**src/rtl/root_display_scheduler_if.sv**
```systemverilog
// Root-set handshake and 7-segment display bus for root_display_scheduler.
// slave = scheduler side, master = producer/observer side.
interface root_display_scheduler_if;
  logic       in_valid;
  logic       in_ready;
  logic [3:0] in_x1;
  logic [3:0] in_x2;
  logic [1:0] in_num_roots;
  logic [3:0] x1_out;
  logic [3:0] x2_out;
  logic       display_select;
  logic       blank;
  logic       swap_tick;

  modport slave (
    input  in_valid, in_x1, in_x2, in_num_roots,
    output in_ready, x1_out, x2_out, display_select, blank, swap_tick
  );

  modport master (
    output in_valid, in_x1, in_x2, in_num_roots,
    input  in_ready, x1_out, x2_out, display_select, blank, swap_tick
  );
endinterface

```
**src/rtl/root_display_scheduler.sv**
```systemverilog
// Latches a root set and alternates the 7-seg decoder between x1 and x2 every DWELL_CYCLES.
// Define ROOT_DISP_MANUAL_EN to replace the dwell timer with a btn_next rising-edge toggle.
module root_display_scheduler #(
  parameter logic [31:0] DWELL_CYCLES = 32'd50_000_000
) (
  input  logic clk,
  input  logic rst,
`ifdef ROOT_DISP_MANUAL_EN
  input  logic btn_next,
`endif
  root_display_scheduler_if.slave bus
);

  typedef enum logic [1:0] {IDLE, SHOW_X1, SHOW_X2} state_t;

  state_t      state_q, state_d;
  logic        alt_en_q, alt_en_d;
  logic        in_ready_q, in_ready_d;
  logic [3:0]  x1_q, x1_d;
  logic [3:0]  x2_q, x2_d;
  logic        sel_q, sel_d;
  logic        blank_q, blank_d;
  logic        tick_q, tick_d;
  logic [31:0] cnt_q, cnt_d;
  logic        xfer;
  logic        toggle;

  assign xfer = bus.in_valid && in_ready_q;

`ifdef ROOT_DISP_MANUAL_EN
  logic btn_prev_q;

  always_ff @(posedge clk) begin
    if (rst) btn_prev_q <= 1'b0;
    else     btn_prev_q <= btn_next;
  end

  assign toggle = alt_en_q && (state_q != IDLE) && btn_next && !btn_prev_q;
`else
  localparam logic [31:0] TERM = DWELL_CYCLES - 32'd1;

  assign toggle = alt_en_q && (state_q != IDLE) && (cnt_q == TERM);
`endif

  always_comb begin
    state_d    = state_q;
    alt_en_d   = alt_en_q;
    in_ready_d = 1'b1;
    x1_d       = x1_q;
    x2_d       = x2_q;
    sel_d      = sel_q;
    blank_d    = blank_q;
    tick_d     = 1'b0;
    cnt_d      = cnt_q;

    if (alt_en_q && (state_q != IDLE)) cnt_d = cnt_q + 32'd1;

    // A new root set always wins over a pending toggle.
    if (xfer) begin
      cnt_d = 32'd0;
      sel_d = 1'b0;
      case (bus.in_num_roots)
        2'd1: begin
          state_d  = SHOW_X1;
          alt_en_d = 1'b0;
          x1_d     = bus.in_x1;
          x2_d     = bus.in_x1;
          blank_d  = 1'b0;
        end
        2'd2: begin
          state_d  = SHOW_X1;
          alt_en_d = 1'b1;
          x1_d     = bus.in_x1;
          x2_d     = bus.in_x2;
          blank_d  = 1'b0;
        end
        default: begin
          state_d  = IDLE;
          alt_en_d = 1'b0;
          x1_d     = 4'd0;
          x2_d     = 4'd0;
          blank_d  = 1'b1;
        end
      endcase
    end else if (toggle) begin
      state_d = (state_q == SHOW_X1) ? SHOW_X2 : SHOW_X1;
      sel_d   = ~sel_q;
      tick_d  = 1'b1;
      cnt_d   = 32'd0;
    end
  end

  always_ff @(posedge clk) begin
    if (rst) begin
      state_q    <= IDLE;
      alt_en_q   <= 1'b0;
      in_ready_q <= 1'b0;
      x1_q       <= 4'd0;
      x2_q       <= 4'd0;
      sel_q      <= 1'b0;
      blank_q    <= 1'b1;
      tick_q     <= 1'b0;
      cnt_q      <= 32'd0;
    end else begin
      state_q    <= state_d;
      alt_en_q   <= alt_en_d;
      in_ready_q <= in_ready_d;
      x1_q       <= x1_d;
      x2_q       <= x2_d;
      sel_q      <= sel_d;
      blank_q    <= blank_d;
      tick_q     <= tick_d;
      cnt_q      <= cnt_d;
    end
  end

  assign bus.in_ready       = in_ready_q;
  assign bus.x1_out         = x1_q;
  assign bus.x2_out         = x2_q;
  assign bus.display_select = sel_q;
  assign bus.blank          = blank_q;
  assign bus.swap_tick      = tick_q;

endmodule

```
**src/flat_wrapper.sv**
```systemverilog
// flat-port wrapper written by rule: the top's interface ports become plain ports
module root_display_scheduler_flat 
#(
  parameter logic [31:0] DWELL_CYCLES = 32'd50_000_000
)
  (clk, rst, bus_in_valid, bus_in_x1, bus_in_x2, bus_in_num_roots, bus_in_ready, bus_x1_out, bus_x2_out, bus_display_select, bus_blank, bus_swap_tick);
  root_display_scheduler_if bus_i ();
  input  logic clk;
  input  logic rst;
  input wire logic [$bits(bus_i.in_valid)-1:0] bus_in_valid;
  input wire logic [$bits(bus_i.in_x1)-1:0] bus_in_x1;
  input wire logic [$bits(bus_i.in_x2)-1:0] bus_in_x2;
  input wire logic [$bits(bus_i.in_num_roots)-1:0] bus_in_num_roots;
  output wire logic [$bits(bus_i.in_ready)-1:0] bus_in_ready;
  output wire logic [$bits(bus_i.x1_out)-1:0] bus_x1_out;
  output wire logic [$bits(bus_i.x2_out)-1:0] bus_x2_out;
  output wire logic [$bits(bus_i.display_select)-1:0] bus_display_select;
  output wire logic [$bits(bus_i.blank)-1:0] bus_blank;
  output wire logic [$bits(bus_i.swap_tick)-1:0] bus_swap_tick;
  assign bus_i.in_valid = bus_in_valid;
  assign bus_i.in_x1 = bus_in_x1;
  assign bus_i.in_x2 = bus_in_x2;
  assign bus_i.in_num_roots = bus_in_num_roots;
  assign bus_in_ready = bus_i.in_ready;
  assign bus_x1_out = bus_i.x1_out;
  assign bus_x2_out = bus_i.x2_out;
  assign bus_display_select = bus_i.display_select;
  assign bus_blank = bus_i.blank;
  assign bus_swap_tick = bus_i.swap_tick;
  root_display_scheduler #(.DWELL_CYCLES(DWELL_CYCLES)) u_core (.clk(clk), .rst(rst), .bus(bus_i));
endmodule
```
**config.mk**
```make
export PLATFORM = sky130hd
export DESIGN_NAME = root_display_scheduler_flat
export DESIGN_NICKNAME = d
export VERILOG_FILES = /design/src/rtl/root_display_scheduler_if.sv /design/src/rtl/root_display_scheduler.sv /design/src/flat_wrapper.sv
export SDC_FILE = /design/constraint.sdc
export NUM_CORES = 1
export LEC_CHECK = 0
export CORE_ASPECT_RATIO = 1.1
export CORE_UTILIZATION = 34
export DETAILED_ROUTE_END_ITERATION = 12
export DONT_BUFFER_PORTS = 1
export MAX_ROUTING_LAYER = met4
export PLACE_DENSITY = 0.56
export SYNTH_ARGS = -nofsm -noshare
export SYNTH_HDL_FRONTEND = slang
export SYNTH_SLANG_ARGS = --single-unit
```
**constraint.sdc**
```tcl
create_clock -name clk -period 2.12 [get_ports clk]
set_input_delay 0.106 -clock clk [delete_from_list [all_inputs] [get_ports clk]]
set_output_delay 0.106 -clock clk [all_outputs]
set_load 0.02 [all_outputs]
```
==> results, run 1 <==
- The adder and majority cell fraction of the synthesized area is 0.0172.
- The initial antenna violation count is 0.
- The post-synthesis async set-or-reset flop share is 0.
- The count of pins over their slew limit is 0.
- The first-pass GRT wire length is 8.07 mm.
- The final wirelength is 4.69 mm.
- STA puts the critical path data arrival time at 2220 ps.
- Max-cap violations in this run came to 0.
- The run finished with clean final reports.
- The largest fanout on the critical path is 7.
- Synthesis produced a netlist whose cell count is 246.
- Sorting the synthesized cells by area gives the leading types as sky130_fd_sc_hd__dfxtp_1 43%, sky130_fd_sc_hd__nor2_1 7.7%, sky130_fd_sc_hd__xor2_1 7.2%.
- The vertical die dimension is 86.0 um.
- The worst setup path is launched from a register.
- The met2 track utilization from global routing is 0.246.
- The post-synthesis instance area is 0.00218 mm2.
- The standard cell core area is 0.00619 mm2.
- The clock transition at the registers of the reported paths is 80 ps.
- Prior to clock tree synthesis, the placed netlist has a worst setup slack of 84.3 ps.
- 25 I/O pins were placed.
- Of the synthesized area, sequential elements account for 0.432.
- The portion of synthesized cell area occupied by the leading cell type is 0.432.
- Of the cells placed in the final design, the portion with a size suffix greater than 1 is 0.117.
- The initial core utilization is 0.352.
- Averaged over all synthesized cells, the footprint is 8.86 um2.
- Clock tree synthesis found a total of 47 sinks.
- The critical path is of the register to register type.
- The number of antenna diodes is 0.
- The worst path in the final design needs a cycle of 2040 ps, including I/O delays and setup.
- The highest attainable clock frequency is 0.491 GHz.
- Entering global routing, the biggest net connects 21 pins.
- Input and output buffers added on the ports amount to 0.
- The H-tree depth is 2.
- The pre-antenna-repair detailed-routing pass consisted of 4 iterations.
- The xor/xnor cell area share of the yosys netlist is 0.100.
- The class of the tightest hold or removal check is primary input to register.
- The netlist uses 42 different library cells.
- The overall via count from detail_route is 1791.
- In the layout the commonest cells are 47 x sky130_fd_sc_hd__dfxtp_1, 45 x sky130_fd_sc_hd__nor2_1, 18 x sky130_fd_sc_hd__xor2_1.
- The global placer's final weighted congestion is 0.799.
- The leading cell type in the layout, fill and taps excluded is sky130_fd_sc_hd__dfxtp_1.
- After global routing the overflow that remains totals 0.
- The total power divided by cell area is 619 mW/mm2.
- Row generation in the floorplan step produced 30 rows.
- The multiplexer area fraction after synthesis is 0.00918.
- In the final routed layout, each cell accounts on average for 13.6 um.
- In this run, synthesis produced a sequential element count of 47.
- The number of warnings printed during yosys synthesis is 0.
- The clock passes through at most 2 buffers.
- The number of nets handed over by synthesis was 262.
- The peak-usage layer in the global routing report is met2.
- The layout-stage area growth over the synthesis result is 14.0%.
- The final hold violation count was 0.
- TritonCTS built the clock tree.
- For the pin with the worst max-slew slack, the measured transition is 641 ps.
- Setup total negative slack on the finished layout was measured at 0 ps.
- The die covers 0.00674 mm2.
- The leakage power is 0.902 nW.
- Setup violations remaining at the end of the flow were counted as 0.
- The met1 layer usage reported by global route is 0.191.
- The required time of the worst setup path is 2300 ps.
- sky130_fd_sc_hd__dfxtp_1 takes more of the synthesized area than any other cell.
- The largest family of logic cells by synthesized area is simple AND/OR/NAND/NOR gates.
- At the end of the flow, the number of nets in the layout was 280.
- After detailed routing, the number of remaining DRC violations is 0.
- Across the routed clock network, the largest skew measured is 9.32 ps.
- In this run, synthesis inferred 0 flip-flops with an integrated enable.
- The global routing met3 resource utilization is 0.0372.
- The die width is 78.3 um.
- The final worst setup slack is 83.9 ps.
- The maximum resistive drop on vdd is 0.379 mV.
- The source-to-sink clock delay at the later pin of the worst-skew pair is 300 ps.
- The via count of the first global-routing pass is 1752.
- The global router's overall resource usage is 0.156.
- The detailed router's first-iteration violation count is 93.
- For this run, the leading register cell type out of synthesis is sky130_fd_sc_hd__dfxtp_1.
- The master cell of the clock root buffer is sky130_fd_sc_hd__clkbuf_8.
- Of the total synthesized cell area, the portion taken by AND, OR, NAND and NOR gates is 0.312.
- Of the available clock period, the critical path in the final layout requires 0.960.
- The worst-case headroom to the max-slew limit is 0.572.
- The post-detailed-route count of antenna-violating nets is 0.
- The final cell utilization of the core is 0.401.
- The half-perimeter wire length after detailed placement is 3.40 mm.
- The category of the worst setup path capture point is a register.
- The post-CTS setup buffer count is 0.
- Using the TritonRoute via totals, the vias-per-cell ratio works out to 5.19.
- The number of buffers inserted during clock tree synthesis is 5.
- The compound-cell area share of the yosys netlist is 0.0999.
final cells by class:
cell class                 count  area (um2)
fill                         646        3710
multi-input combinational    188        1190
clock inverter                 1        8.76
clock buffer                   7        86.3
tap                           80         100
inverter                       5        18.8
sequential                    47         941
timing repair buffer          17         143
synth_stat cells (all sizes together), types with 5 or more instances:
cell,n
nor3b,5
dfxtp,47
xnor2,7
nand4,9
nand2,17
a21oi,13
inv,5
nor2,45
xor2,18
o21ai,6
or3,5
nand3,15
critical path, cell delays in order, from the launching register on:
cell,delay [ps]
sky130_fd_sc_hd__dfxtp_1,380
sky130_fd_sc_hd__ha_1,170
sky130_fd_sc_hd__o211ai_2,90
sky130_fd_sc_hd__or2_1,260
sky130_fd_sc_hd__or4_1,620
sky130_fd_sc_hd__nand3_4,180
sky130_fd_sc_hd__buf_4,180
sky130_fd_sc_hd__a21oi_1,40
logic make-up (layout without fill, tap and decap cells):
logic type               Yosys count  count (layout)
AO/OA/AOI/OAI                     33              33
XOR/XNOR                          25              25
adder cells (fa/ha/maj)            3               3
buffers and inverters             11              30
flip-flops                        47              47
multiplexers                       2               2
AND/OR/NAND/NOR                  125             125
power by group:
part           total, mW  switching, mW  internal [mW]
clock network      0.569          0.301          0.268
registers          0.906         0.0153          0.891
logic             0.0646         0.0396         0.0250
layer usage:
layer	part of all wire	routed length (um)
met1	0.48	2250
met2	0.46	2170
met3	0.041	190
met4	0.016	76
met5	0	0
registers in the layout, summed over array words and instances, names as in the netlist:
| signal | count |
|---|---|
| u_core.bus.blank | 1 |
| u_core.cnt_q | 32 |
| u_core.bus.x2_out | 4 |
| u_core.bus.swap_tick | 1 |
| u_core.bus.display_select | 1 |
| u_core.bus.x1_out | 4 |
| u_core.alt_en_q | 1 |
| u_core.state_q | 2 |
| u_core.bus.in_ready | 1 |
repair_timing:
item	4_1_cts	5_1_grt
hold endpoints to repair	12	0
hold buffers	1	0
endpoints found under the setup margin	0	26
gates resized for setup	0	2
per-stage QoR:
step / total power, mW / instances / hold WS [ps] / instance area (um2)
after CTS: 1.56 / 345 / 62.5 / 2470
after floorplan: 0.976 / 246 / 206 / 2180
after detailed placement: 0.986 / 336 / 179 / 2370
final: 1.54 / 345 / 70.4 / 2480
after global placement: 0.985 / 336 / 177 / 2370
after global routing: 1.60 / 345 / 79.4 / 2480
final timing paths:
check,slack (ps),cells past startpoint,start,endpoint
worst min register to register,510,2,u_core.cnt_q[4],u_core.cnt_q[4]
worst max register to register,80,7,u_core.cnt_q[1],u_core.cnt_q[21]
worst min-delay path,70,3,bus_in_x1[1],u_core.bus.x2_out[1]
worst max-delay path,80,7,u_core.cnt_q[1],u_core.cnt_q[21]
(Power assumes the default switching activity.)
==> run 2, diff against run 1 <==
Settings changed: ABC_AREA from default to 1, CORE_UTILIZATION 34 to 46, PLACE_DENSITY 0.56 to 0.69, SLEW_MARGIN from default to 40.
==> run 2 against run 1 <==
The flow now finishes with violations (design-rule violations); non-clock buffer count decreased by 9; utilization increased by 12 points; via count increased by 27%; combinational power increased by 9.3%; fmax increased by 5.7%; setup slack improved by 110 ps; area after synthesis increased by 17%; highest routed layer unchanged; sequential share of layout area decreased by 4.2 points; first-iteration DRC count increased by 17%; global-route usage increased by 4.5 points.
==> results, run 2 <==
- No sink is reached through more buffers than the 2 on the longest clock path.
- Subtracting the final worst setup slack from the clock period gives 1930 ps.
- For this run, global-route usage on met2 was measured as 0.331.
- The highest attainable clock frequency is 0.519 GHz.
- Walking the worst path, the cells encountered are nand2_2 -> nor2_4 -> nand3_1 -> a31oi_1 -> dlygate4sd3_1.
- For this run, global-route usage on met3 was measured as 0.0364.
- The multiplexer area fraction after synthesis is 0.
- The total nets after synthesis is 398.
- For this configuration, the core starts out at a cell density of 0.477.
- Across the VDD grid, the largest voltage drop is 0.411 mV.
- Averaged over all synthesized cells, the footprint is 6.69 um2.
- The most area-hungry cell type in the Yosys netlist is sky130_fd_sc_hd__dfxtp_1.
- In the layout the commonest cells are 115 x sky130_fd_sc_hd__nand2_1, 72 x sky130_fd_sc_hd__nor2_1, 47 x sky130_fd_sc_hd__dfxtp_1.
- The post-synthesis simple-gate area fraction is 0.416.
- The standard cell core area is 0.00536 mm2.
- The number of nets in the finished design is 407.
- In this run the most critical hold path is launched from bus_in_x2[2].
- In this run the remaining antenna-violating nets after routing total 0.
- The met1 layer usage reported by global route is 0.243.
- On the worst path, the slowest cell contributes a delay of 600 ps.
- The worst hold path stage count is 2.
- Compared with the post-synthesis result, the final layout area differs by 9.45%.
- Detailed placement ended at an HPWL of 3.87 mm.
- The worst hold path terminates at u_core.bus.x2_out[2].
- The worst setup path is captured at a register.
- For the pin with the worst max-slew slack, the measured transition is 434 ps.
- The worst reg2reg path endpoint is u_core.bus.x2_out[0].
- For this run, the total global-route usage over all layers was measured as 0.200.
- For this run, the leading register cell type out of synthesis is sky130_fd_sc_hd__dfxtp_1.
- The worst hold path belongs to the class primary input to register.
- At the later pin of the worst-skew pair, clock insertion delay measures 300 ps.
- The via count of the first global-routing pass is 2073.
- Clock tree synthesis inserted a total of 5 buffers.
- The length of the first detailed-routing pass in iterations is 8.
- Once layout is complete, the utilization of the core stands at 0.522.
- The cell sitting at the root of the clock tree is a sky130_fd_sc_hd__clkbuf_8.
- The fill cell instance count of the final layout is 555.
- The number of synthesized flops with an enable pin is 0.
- Among all cell types in the netlist, the one instantiated most often is sky130_fd_sc_hd__nand2_1.
- The library cell used most frequently in the layout, excluding fill and tap cells, is sky130_fd_sc_hd__nand2_1.
- The worst setup path is of the register to register kind.
- The peak-usage layer in the global routing report is met2.
- The final hold violation count is 0.
- Measured along the x axis, the die boundary spans 73.1 um.
- Of the cells placed in the final design, the portion with a size suffix greater than 1 is 0.0893.
- The post-CTS setup buffer count is 0.
- The setup slack of the worst register-to-register path is 190 ps.
- The final worst clock skew is 9.03 ps.
- The xor/xnor cell area share of the yosys netlist is 0.0583.
- The die is 80.2 um tall.
- After synthesis, the most frequently instantiated cells are 116 x sky130_fd_sc_hd__nand2_1, 72 x sky130_fd_sc_hd__nor2_1, 47 x sky130_fd_sc_hd__dfxtp_1.
- The pin count of the biggest net entering global routing is 34.
- The total power divided by cell area is 589 mW/mm2.
- The run finished, with violations left.
- The detailed router's first-iteration violation count is 109.
- Counting every instance in the synthesized netlist gives 382.
- The final wirelength is 5.19 mm.
- The post-synthesis instance area is 0.00255 mm2.
- The portion of synthesized cell area occupied by the leading cell type is 0.368.
- The top-level port count is 25.
- Yosys printed 0 warnings.
- Dividing the detail-routed wire length by the instance count gives 11.1 um.
- Setup repair after global routing left no endpoint under its margin.
- The setup TNS is 0 ps.
- Routability-driven placement finished with a final weighted congestion of 0.818.
- The required time of the worst setup path is 2370 ps.
- CTS built an H-tree with a depth of 2.
- CTS saw 47 sinks.
- Counting cells, the worst reg-to-reg path comes to 5.
- In this run, distinct cell masters in the synthesized netlist total 33.
- Ranked by total cell area, the synthesized netlist is headed by sky130_fd_sc_hd__dfxtp_1 37%, sky130_fd_sc_hd__nand2_1 17%, sky130_fd_sc_hd__nor2_1 11%.
- The worst setup path is launched from a register.
- The compound-cell area share of the yosys netlist is 0.0642.
- The floorplan die area is 0.00586 mm2.
- The largest family of logic cells by synthesized area is simple AND/OR/NAND/NOR gates.
- The repair_antennas step left the layout with diodes totalling 0.
- After clock tree synthesis, the clock-pin slew on the worst setup and hold paths is 90 ps.
- The endpoint arrival time on the critical path is 2170 ps.
- The largest register by flop count is u_core.cnt_q.
- The number of max-cap violations is 0.
- The final routed DRC violation total is 1.
- The register with the most flip-flops in the layout has 32 of them.
- Of the total synthesized cell area, the portion taken by full adders, half adders and majority gates is 0.0147.
- The worst register-to-register path begins at u_core.bus.in_ready.
- For this run, the register share of the synthesized area comes to 0.368.
- On the critical path, the stage with the largest delay is an instance of sky130_fd_sc_hd__dlygate4sd3_1.
- The row count is 28.
- The count of endpoints failing setup in the final report is 0.
- In this run the worst path has a maximum fanout of 13.
- In this run the static leakage power is 0.990 nW.
- The via density per instance is 4.86.
- After global routing the overflow that remains totals 0.
- The first-pass GRT wire length is 8.98 mm.
- The initial antenna violation count was 0.
- The final reports fail on design-rule violations.
- The portion of the clock cycle consumed by the worst path in the final layout is 0.908.
- The overall via count from detail_route is 2271.
- The count of pins over their slew limit is 0.
- The total of flip-flops plus latches after synthesis is 47.
- The CTS tree is yes.
- In the synthesized netlist the async set-or-reset flop fraction comes to 0.
- The count of buffers from port buffering is 0.
- The worst-case headroom to the max-slew limit is 0.711.
## run 2: how the worst max path moves through the flow
stage          slack, ps                start                   endpoint  cells after the start
2_1_floorplan        660      u_core.cnt_q[0]           u_core.cnt_q[16]                      9
5_1_grt              110  u_core.bus.in_ready       u_core.bus.x2_out[0]                      5
4_1_cts               30  u_core.bus.in_ready       u_core.bus.x2_out[0]                      5
3_3_place_gp         390      u_core.cnt_q[0]  u_core.bus.display_select                      8
6_report             190  u_core.bus.in_ready       u_core.bus.x2_out[0]                      5
3_5_place_dp         350      u_core.cnt_q[0]  u_core.bus.display_select                      8
## run 2: cell type report
cell class,instances,area (um2),area share
Clock buffer,5,68.8,0.0246
Clock inverter,3,43.8,0.0157
Inverter,40,150,0.0537
Multi-Input combinational cell,289,1420,0.508
Sequential cell,47,941,0.336
Tap cell,75,93.8,0.0336
Timing Repair Buffer,8,77.6,0.0277
## run 2: metal layers
layer  vias up  part of all wire
li1       1214                 -
met1      1019              0.48
met2        26              0.48
met3        12             0.025
met4         0             0.022
met5         -                 0
## run 2: logic make-up after synthesis
family / count (synthesis)
XOR/XNOR: 17
adder cells (fa/ha/maj): 3
buffers and inverters: 46
AND/OR/NAND/NOR: 243
flip-flops: 47
AO/OA/AOI/OAI: 26
## run 2: stage by stage
stage / std cells / area [um2] / power [mW] / setup slack (ps) / hold WS, ps
after global placement: 452 / 2610 / 0.986 / 392 / 176
final: 467 / 2800 / 1.65 / 194 / 41.3
after global routing: 467 / 2800 / 1.71 / 110 / 28.2
after floorplan: 382 / 2550 / 0.981 / 657 / 175
after CTS: 467 / 2790 / 1.66 / 31.4 / 32.0
after detailed placement: 452 / 2610 / 0.986 / 349 / 179
## run 2: worst max-delay path, delay by kind of cell (launching register included)
kind            cells  cell delay, ps
simple gates        3             600
compound gates      1             210
buf+inv             1             600
flops               1             470
## run 2: power by group
group,leakage [nW],switching (mW),internal [mW]
Clock,0.0581,0.318,0.352
Combinational,0.552,0.0470,0.0236
Sequential,0.380,0.0150,0.892
Total,0.990,0.380,1.27
## run 2: timing repair
item | in CTS | in global routing
hold buffers | 7 | 0
endpoints found under the hold margin | 8 | 0
endpoints found under the setup margin | 0 | 2
gates resized for setup | 0 | 2
